--- src/rtl/slt_exec_stage.sv ---
`default_nettype none
// ============================================================================
// Module   : slt_exec_stage
// Purpose  : Four-state execute stage (IDLE -> READ -> EXEC -> WB) around a
//            signed/unsigned set-less-than and add/subtract datapath, with an
//            NREG x n register file, preload port and debug read port.
// Ports    : clk, rst_n (async, active-low)
//            in_valid/in_ready   command handshake, op/rs/rt/rd command fields
//            ld_en/ld_addr/ld_data  register preload (IDLE only)
//            dbg_addr/dbg_data   combinational register read
//            done/result/ovf     registered write-back report
// Revision : 1.0 - initial release
// ============================================================================
module slt_exec_stage #(
  parameter int n    = 32,
  parameter int NREG = 32
) (
  input  logic         clk,
  input  logic         rst_n,
  input  logic         in_valid,
  output logic         in_ready,
  input  logic [1:0]   op,
  input  logic [4:0]   rs,
  input  logic [4:0]   rt,
  input  logic [4:0]   rd,
  input  logic         ld_en,
  input  logic [4:0]   ld_addr,
  input  logic [n-1:0] ld_data,
  input  logic [4:0]   dbg_addr,
  output logic [n-1:0] dbg_data,
  output logic         done,
  output logic [n-1:0] result,
  output logic         ovf
);

  localparam logic [1:0] OP_ADD  = 2'b00;
  localparam logic [1:0] OP_SUB  = 2'b01;
  localparam logic [1:0] OP_SLT  = 2'b10;
  localparam logic [1:0] OP_SLTU = 2'b11;

  typedef enum logic [1:0] {
    S_IDLE = 2'd0,
    S_READ = 2'd1,
    S_EXEC = 2'd2,
    S_WB   = 2'd3
  } state_t;

  state_t       state, state_nx;
  logic [1:0]   op_q;
  logic [4:0]   rs_q, rt_q, rd_q;
  logic [n-1:0] a_q, b_q;
  logic [n-1:0] regs [NREG];

  // R0 and any address beyond NREG read as zero.
  function automatic logic [n-1:0] rf_read(input logic [4:0] addr);
    if (addr == 5'd0 || int'(addr) >= NREG) return '0;
    return regs[addr];
  endfunction

  function automatic logic rf_writable(input logic [4:0] addr);
    return (addr != 5'd0) && (int'(addr) < NREG);
  endfunction

  assign in_ready = (state == S_IDLE);
  assign dbg_data = rf_read(dbg_addr);

  // --------------------------------------------------------------------------
  // FSM
  // --------------------------------------------------------------------------
  always_ff @(posedge clk or negedge rst_n) begin
    if (!rst_n) state <= S_IDLE;
    else        state <= state_nx;
  end

  always_comb begin
    state_nx = state;
    case (state)
      S_IDLE:  if (in_valid) state_nx = S_READ;
      S_READ:  state_nx = S_EXEC;
      S_EXEC:  state_nx = S_WB;
      S_WB:    state_nx = S_IDLE;
      default: state_nx = S_IDLE;
    endcase
  end

  // --------------------------------------------------------------------------
  // Command capture and operand read
  // --------------------------------------------------------------------------
  always_ff @(posedge clk or negedge rst_n) begin
    if (!rst_n) begin
      op_q <= OP_ADD;
      rs_q <= '0;
      rt_q <= '0;
      rd_q <= '0;
      a_q  <= '0;
      b_q  <= '0;
    end else begin
      if (state == S_IDLE && in_valid) begin
        op_q <= op;
        rs_q <= rs;
        rt_q <= rt;
        rd_q <= rd;
      end
      // A same-edge preload in IDLE has already landed in regs by now.
      if (state == S_READ) begin
        a_q <= rf_read(rs_q);
        b_q <= rf_read(rt_q);
      end
    end
  end

  // --------------------------------------------------------------------------
  // Datapath: one shared subtractor feeds SUB, SLT and SLTU
  // --------------------------------------------------------------------------
  logic [n-1:0] sum, diff, y;
  logic         cout, add_ovf, sub_ovf, lt, ovf_nx;

  always_comb begin
    sum           = a_q + b_q;
    {cout, diff}  = {1'b0, a_q} + {1'b0, ~b_q} + {{n{1'b0}}, 1'b1};
    add_ovf       = (a_q[n-1] == b_q[n-1]) && (sum[n-1]  != a_q[n-1]);
    sub_ovf       = (a_q[n-1] != b_q[n-1]) && (diff[n-1] != a_q[n-1]);
    // Sign of the difference is wrong exactly when the subtract overflowed.
    lt            = diff[n-1] ^ sub_ovf;
    y             = sum;
    ovf_nx        = 1'b0;
    case (op_q)
      OP_ADD:  begin y = sum;  ovf_nx = add_ovf; end
      OP_SUB:  begin y = diff; ovf_nx = sub_ovf; end
      OP_SLT:  y = {{(n-1){1'b0}}, lt};
      OP_SLTU: y = {{(n-1){1'b0}}, ~cout};
      default: y = sum;
    endcase
  end

  // result doubles as the Y latch: it is loaded at the EXEC edge and
  // written into R[rd] at the WB edge.
  always_ff @(posedge clk or negedge rst_n) begin
    if (!rst_n) begin
      done   <= 1'b0;
      result <= '0;
      ovf    <= 1'b0;
    end else begin
      done <= (state == S_EXEC);
      if (state == S_EXEC) begin
        result <= y;
        ovf    <= ovf_nx;
      end
    end
  end

  // --------------------------------------------------------------------------
  // Register file
  // --------------------------------------------------------------------------
  always_ff @(posedge clk or negedge rst_n) begin
    if (!rst_n) begin
      for (int i = 0; i < NREG; i++) regs[i] <= '0;
    end else begin
      if (state == S_IDLE && ld_en && rf_writable(ld_addr))
        regs[ld_addr] <= ld_data;
      if (state == S_WB && rf_writable(rd_q))
        regs[rd_q] <= result;
    end
  end

endmodule
`default_nettype wire

--- config.mk ---
export PLATFORM = sky130hd
export DESIGN_NAME = slt_exec_stage
export DESIGN_NICKNAME = d
export VERILOG_FILES = /design/src/rtl/slt_exec_stage.sv
export SDC_FILE = /design/constraint.sdc
export NUM_CORES = 2
export LEC_CHECK = 0
export CORE_MARGIN = 1
export CORE_UTILIZATION = 50
export CTS_BUF_LIST = sky130_fd_sc_hd__clkbuf_4
export DETAILED_ROUTE_END_ITERATION = 8
export DONT_BUFFER_PORTS = 1
export HOLD_SLACK_MARGIN = 0.08
export PLACE_DENSITY_LB_ADDON = 0.2
export SLEW_MARGIN = 20
export SYNTH_ARGS = -nofsm -noshare
export SYNTH_HDL_FRONTEND = slang
export SYNTH_SLANG_ARGS = --single-unit
--- constraint.sdc ---
create_clock -name clk -period 10.3 [get_ports clk]
set_input_delay 1.03 -clock clk [delete_from_list [all_inputs] [get_ports clk]]
set_output_delay 1.03 -clock clk [all_outputs]
set_load 0.02 [all_outputs]
==> flow_results.org <==
** Synthesis
- Post-Synthesis Cell Area :: 79,400 um2
- Share of synthesized cell area in full adder, half adder and majority cells :: 0.0115
- In this run, synthesis inferred 0 flip-flops with an integrated enable.
- Most instantiated cells after synthesis :: 1,407 x sky130_fd_sc_hd__mux2i_1, 1,141 x sky130_fd_sc_hd__dfrtp_1, 995 x sky130_fd_sc_hd__a21oi_1, 785 x sky130_fd_sc_hd__nor2_1, 713 x sky130_fd_sc_hd__clkbuf_1
- Simple logic cell fraction of the synthesized area :: 0.0744
- Among all flip-flop cells after synthesis, the most frequent one is sky130_fd_sc_hd__dfrtp_1.
- Area fraction of the dominant cell type after synthesis :: 0.359
- Of the total synthesized cell area, the portion taken by XOR and XNOR cells is 0.00276.
- Fraction of the yosys area taken by sequential cells :: 0.359
- The portion of synthesized area spent on multiplexers is 0.363.
- Largest cells by area after synthesis :: sky130_fd_sc_hd__dfrtp_1 36%, sky130_fd_sc_hd__mux2i_1 18%, sky130_fd_sc_hd__mux4_2 17%, sky130_fd_sc_hd__a21oi_1 6.3%, sky130_fd_sc_hd__nor2_1 3.7%
- Post-synthesis instance total :: 7,816
- Syn avg cell area :: 10.2 um2
- Post-synthesis register bit count :: 1,141
- Combinational family with the most area after synthesis :: multiplexers
- Dominant cell by count in the synthesized netlist :: sky130_fd_sc_hd__mux2i_1
- For this run, the number of Yosys warnings is 0.
- The compound-gate portion of the synthesized area was 0.141.
- Net count of the mapped netlist :: 7,950
- Proportion of synthesized flip-flops having asynchronous set or reset :: 1.00
- Yosys top cell by area :: sky130_fd_sc_hd__dfrtp_1
- The synthesized netlist contains 84 unique library cells.

** STA
- Setup repair after global routing left no endpoint under its margin.
- Clock skew on the completed layout was measured at 0.114 ns.
- The final-report max-slew violation count was 0.
- Setup violations remaining at the end of the flow were counted as 0.
- In the post-route analysis, the smallest setup slack over all paths is 5.43 ns.
- Fin crit period :: 4.87 ns
- For the final routed database, the setup TNS stands at 0 ns.
- Final count of hold timing violations :: 0
- Fin crit share :: 0.473
- For the pin with the worst max-slew slack, the measured transition is 1.31 ns.
- Peak clock frequency supported by timing :: 205 MHz
- The worst pin sits at a relative slew slack of 0.128.

** Routing
- In the routed design, unresolved DRC markers number 0.
- In the final routed layout, each cell accounts on average for 32.9 um.
- In this run the remaining antenna-violating nets after routing total 0.
- Final Routed Wirelength :: 323 mm
- Total vias in the final route :: 69,100
- For this block, the initial DRC count from the detailed router was 10,200.
- Vias per cell :: 7.03
- Drt pass-1 iters :: 8

** Placed design
- Routability-driven placement congestion ratio :: 0.983
- At the placement stage, the worst setup path has a slack of 5.97 ns.
- Once placement completed, the tool counted placed cells totaling 9,134.
- Buffers added on ports :: 0
- HPWL after detailed placement :: 179 mm

** Worst setup path
- In this run the register-to-register setup slack is 5.76 ns.
- Along the worst path, the maximum fanout reaches 4.
- At the worst endpoint, the arrival time is 3.84 ns.
- WS Path Type :: flop to output port
- The worst setup path is captured at an output port.
- Data on the critical path is required at its endpoint by 9.27 ns.
- Startpoint type of the worst setup path :: flop

** Clock tree
- Number of H-tree branching levels :: 5
- Clock root cell :: sky130_fd_sc_hd__clkbuf_4
- In this run, CTS created clock tree buffers numbering 344.
- Source-to-sink clock delay at the later pin of the worst-skew pair :: 1.37 ns
- After clock tree synthesis, the clock-pin slew on the worst setup and hold paths is 0.06 ns.
- No sink is reached through more buffers than the 4 on the longest clock path.
- Cts repair resizes :: 0
- Clock tree from TritonCTS :: done
- Clock tree synthesis found a total of 1,141 sinks.

** Die
- Std-Cell Rows :: 145
- Vertical die dimension :: 401 um
- Chip Width :: 401 um
- The core region is 157,000 um2.
- The floorplan step defined a die boundary enclosing 160,000 um2.
- I/O pin count :: 130
- Initial core utilization :: 0.506

** Final layout
- Filler-free cell count of the finished design :: 9,827
- Once layout is complete, the utilization of the core stands at 0.548.
- Multi-input combinational cell area :: 47,600 um2
- Nets@finish :: 7,669
- Fraction of layout cells with a size suffix above 1 :: 0.197
- Footprint of the flip-flops and latches :: 28,600 um2
- Area growth, synth to finish :: 8.27%
- Count of fill cells added during filler insertion :: 13,700

** Global routing
- The number of antenna violations at the first check in global routing was 11.
- The via count of the first global-routing pass is 65,900.
- First-pass GRT wire length :: 466 mm
- Pin count of the biggest net entering global routing :: 258
- In the global route stage, overall resource usage came out at 0.396.
- Overall overflow remaining after global route :: 0

** Run
- Maximum Capacitance Violations :: 0

** Min path
- Min-Delay Path Class :: primary input to flop

** Pwr
- For this design the static power due to leakage is 35.1 nW.
- Across the VDD grid, the largest voltage drop is 0.000225 V.
- Power Density :: 329 nW/um2

** Status
- The run finished with clean final reports.
-- where the power goes --
part           switching [mW]  internal (mW)  total (mW)
registers                2.52           6.48        9.00
clock network            2.12           2.18        4.31
logic                    8.41           6.55        15.0
-- layout by cell type (no fill, tap or decap), types with 7 or more instances in the layout --
| cell type | netlist | final |
|---|---|---|
| sky130_fd_sc_hd__a21oi_1 | 995 | 995 |
| sky130_fd_sc_hd__clkinv_1 | 1 | 62 |
| sky130_fd_sc_hd__o21bai_1 | 14 | 14 |
| sky130_fd_sc_hd__dfrtp_1 | 1141 | 1127 |
| sky130_fd_sc_hd__o2bb2ai_1 | 19 | 19 |
| sky130_fd_sc_hd__clkbuf_4 | 0 | 496 |
| sky130_fd_sc_hd__o22ai_1 | 194 | 194 |
| sky130_fd_sc_hd__inv_1 | 102 | 101 |
| sky130_fd_sc_hd__nand2b_1 | 18 | 13 |
| sky130_fd_sc_hd__mux2i_1 | 1407 | 1407 |
| sky130_fd_sc_hd__o221ai_1 | 130 | 130 |
| sky130_fd_sc_hd__and3_1 | 7 | 7 |
| sky130_fd_sc_hd__nor2_4 | 0 | 20 |
| sky130_fd_sc_hd__buf_12 | 0 | 37 |
| sky130_fd_sc_hd__mux4_2 | 582 | 582 |
| sky130_fd_sc_hd__o31ai_1 | 12 | 12 |
| sky130_fd_sc_hd__o211ai_1 | 8 | 8 |
| sky130_fd_sc_hd__nand2_1 | 459 | 431 |
| sky130_fd_sc_hd__dlygate4sd3_1 | 0 | 77 |
| sky130_fd_sc_hd__nor3_1 | 95 | 91 |
| sky130_fd_sc_hd__nand3_1 | 25 | 23 |
| sky130_fd_sc_hd__mux2_2 | 146 | 146 |
| sky130_fd_sc_hd__nor2b_1 | 12 | 7 |
| sky130_fd_sc_hd__diode_2 | 0 | 12 |
| sky130_fd_sc_hd__ha_1 | 68 | 67 |
| sky130_fd_sc_hd__xnor2_1 | 21 | 21 |
| sky130_fd_sc_hd__nor2_1 | 785 | 765 |
| sky130_fd_sc_hd__o21ai_0 | 539 | 539 |
| sky130_fd_sc_hd__a211oi_1 | 15 | 15 |
| sky130_fd_sc_hd__buf_16 | 0 | 10 |
| sky130_fd_sc_hd__buf_4 | 0 | 136 |
| sky130_fd_sc_hd__nand2_4 | 0 | 28 |
| sky130_fd_sc_hd__or3_1 | 7 | 7 |
| sky130_fd_sc_hd__inv_2 | 1 | 8 |
| sky130_fd_sc_hd__dfrtp_4 | 0 | 10 |
-- registers in the layout, summed over array words and instances, names as in the netlist --
register / flops
regs: 1024
a_q: 32
b_q: 32
result: 32
rd_q: 5
rs_q: 5
rt_q: 5
op_q: 2
state: 2
done: 1
ovf: 1
-- through the flow --
step,hold WS (ns),cell area [um2],total power [mW]
after floorplan,0.466,79400,18.8
after global placement,0.401,80400,22.9
after detailed placement,0.408,80500,23.2
after CTS,0.108,85900,27.7
after global routing,0.174,86000,29.6
final,0.161,86000,28.3
-- timing repair --
action / in CTS / in global routing
hold endpoints to repair: 1224 / 0
endpoints found under the setup margin: 0 / 0
buffers inserted: 0 / 0
hold buffers: 109 / 0
-- worst max-delay path, stage by stage, from the launching register on --
cell                      delay (ns)
sky130_fd_sc_hd__dfrtp_1        0.41
sky130_fd_sc_hd__mux4_2         0.48
sky130_fd_sc_hd__mux4_2         0.53
sky130_fd_sc_hd__mux2i_1        0.83
sky130_fd_sc_hd__nor2_1         0.29
-- worst paths after layout --
path / start / end / depth (start not counted)
setup / recovery: regs[523]$_DFF_PN0_ / dbg_data[11] / 4
hold / removal: ld_addr[0] / regs[31]$_DFF_PN0_ / 3
setup reg to reg: state[1]$_DFFE_PN0P_ / regs[490]$_DFF_PN0_ / 9
hold reg to reg: regs[1009]$_DFF_PN0_ / regs[1009]$_DFF_PN0_ / 0
max in group asynchronous: rst_n / result[13]$_DFFE_PN0P_ / 7
min in group asynchronous: rst_n / regs[285]$_DFF_PN0_ / 2
-- cell families (layout without fill, tap and decap cells) --
| kind of cell | count (synthesis) | after routing |
|---|---|---|
| buffers and inverters | 995 | 936 |
| AND/OR/NAND/NOR | 1456 | 1456 |
| XOR/XNOR | 25 | 25 |
| adder cells (fa/ha/maj) | 71 | 71 |
| multiplexers | 2135 | 2135 |
| flip-flops | 1141 | 1141 |
| other | 0 | 12 |
| AO/OA/AOI/OAI | 1993 | 1993 |
-- cell type report --
| type | count | share of cell area |
|---|---|---|
| diodes | 12 | 0.000349 |
| multi-input cells | 5680 | 0.553 |
| inverters | 104 | 0.00454 |
| repair buffers | 264 | 0.0329 |
| well taps | 2058 | 0.0299 |
| clock buffers | 496 | 0.0433 |
| flip-flops and latches | 1141 | 0.333 |
| clock inverters | 72 | 0.00322 |
-- routing by layer --
metal,GRT usage,share of wire
met1,0.520,0.37
met2,0.580,0.43
met3,0.119,0.13
met4,0.235,0.067
met5,0,0.00020
Note: power is estimated with default switching activity, not from simulation.
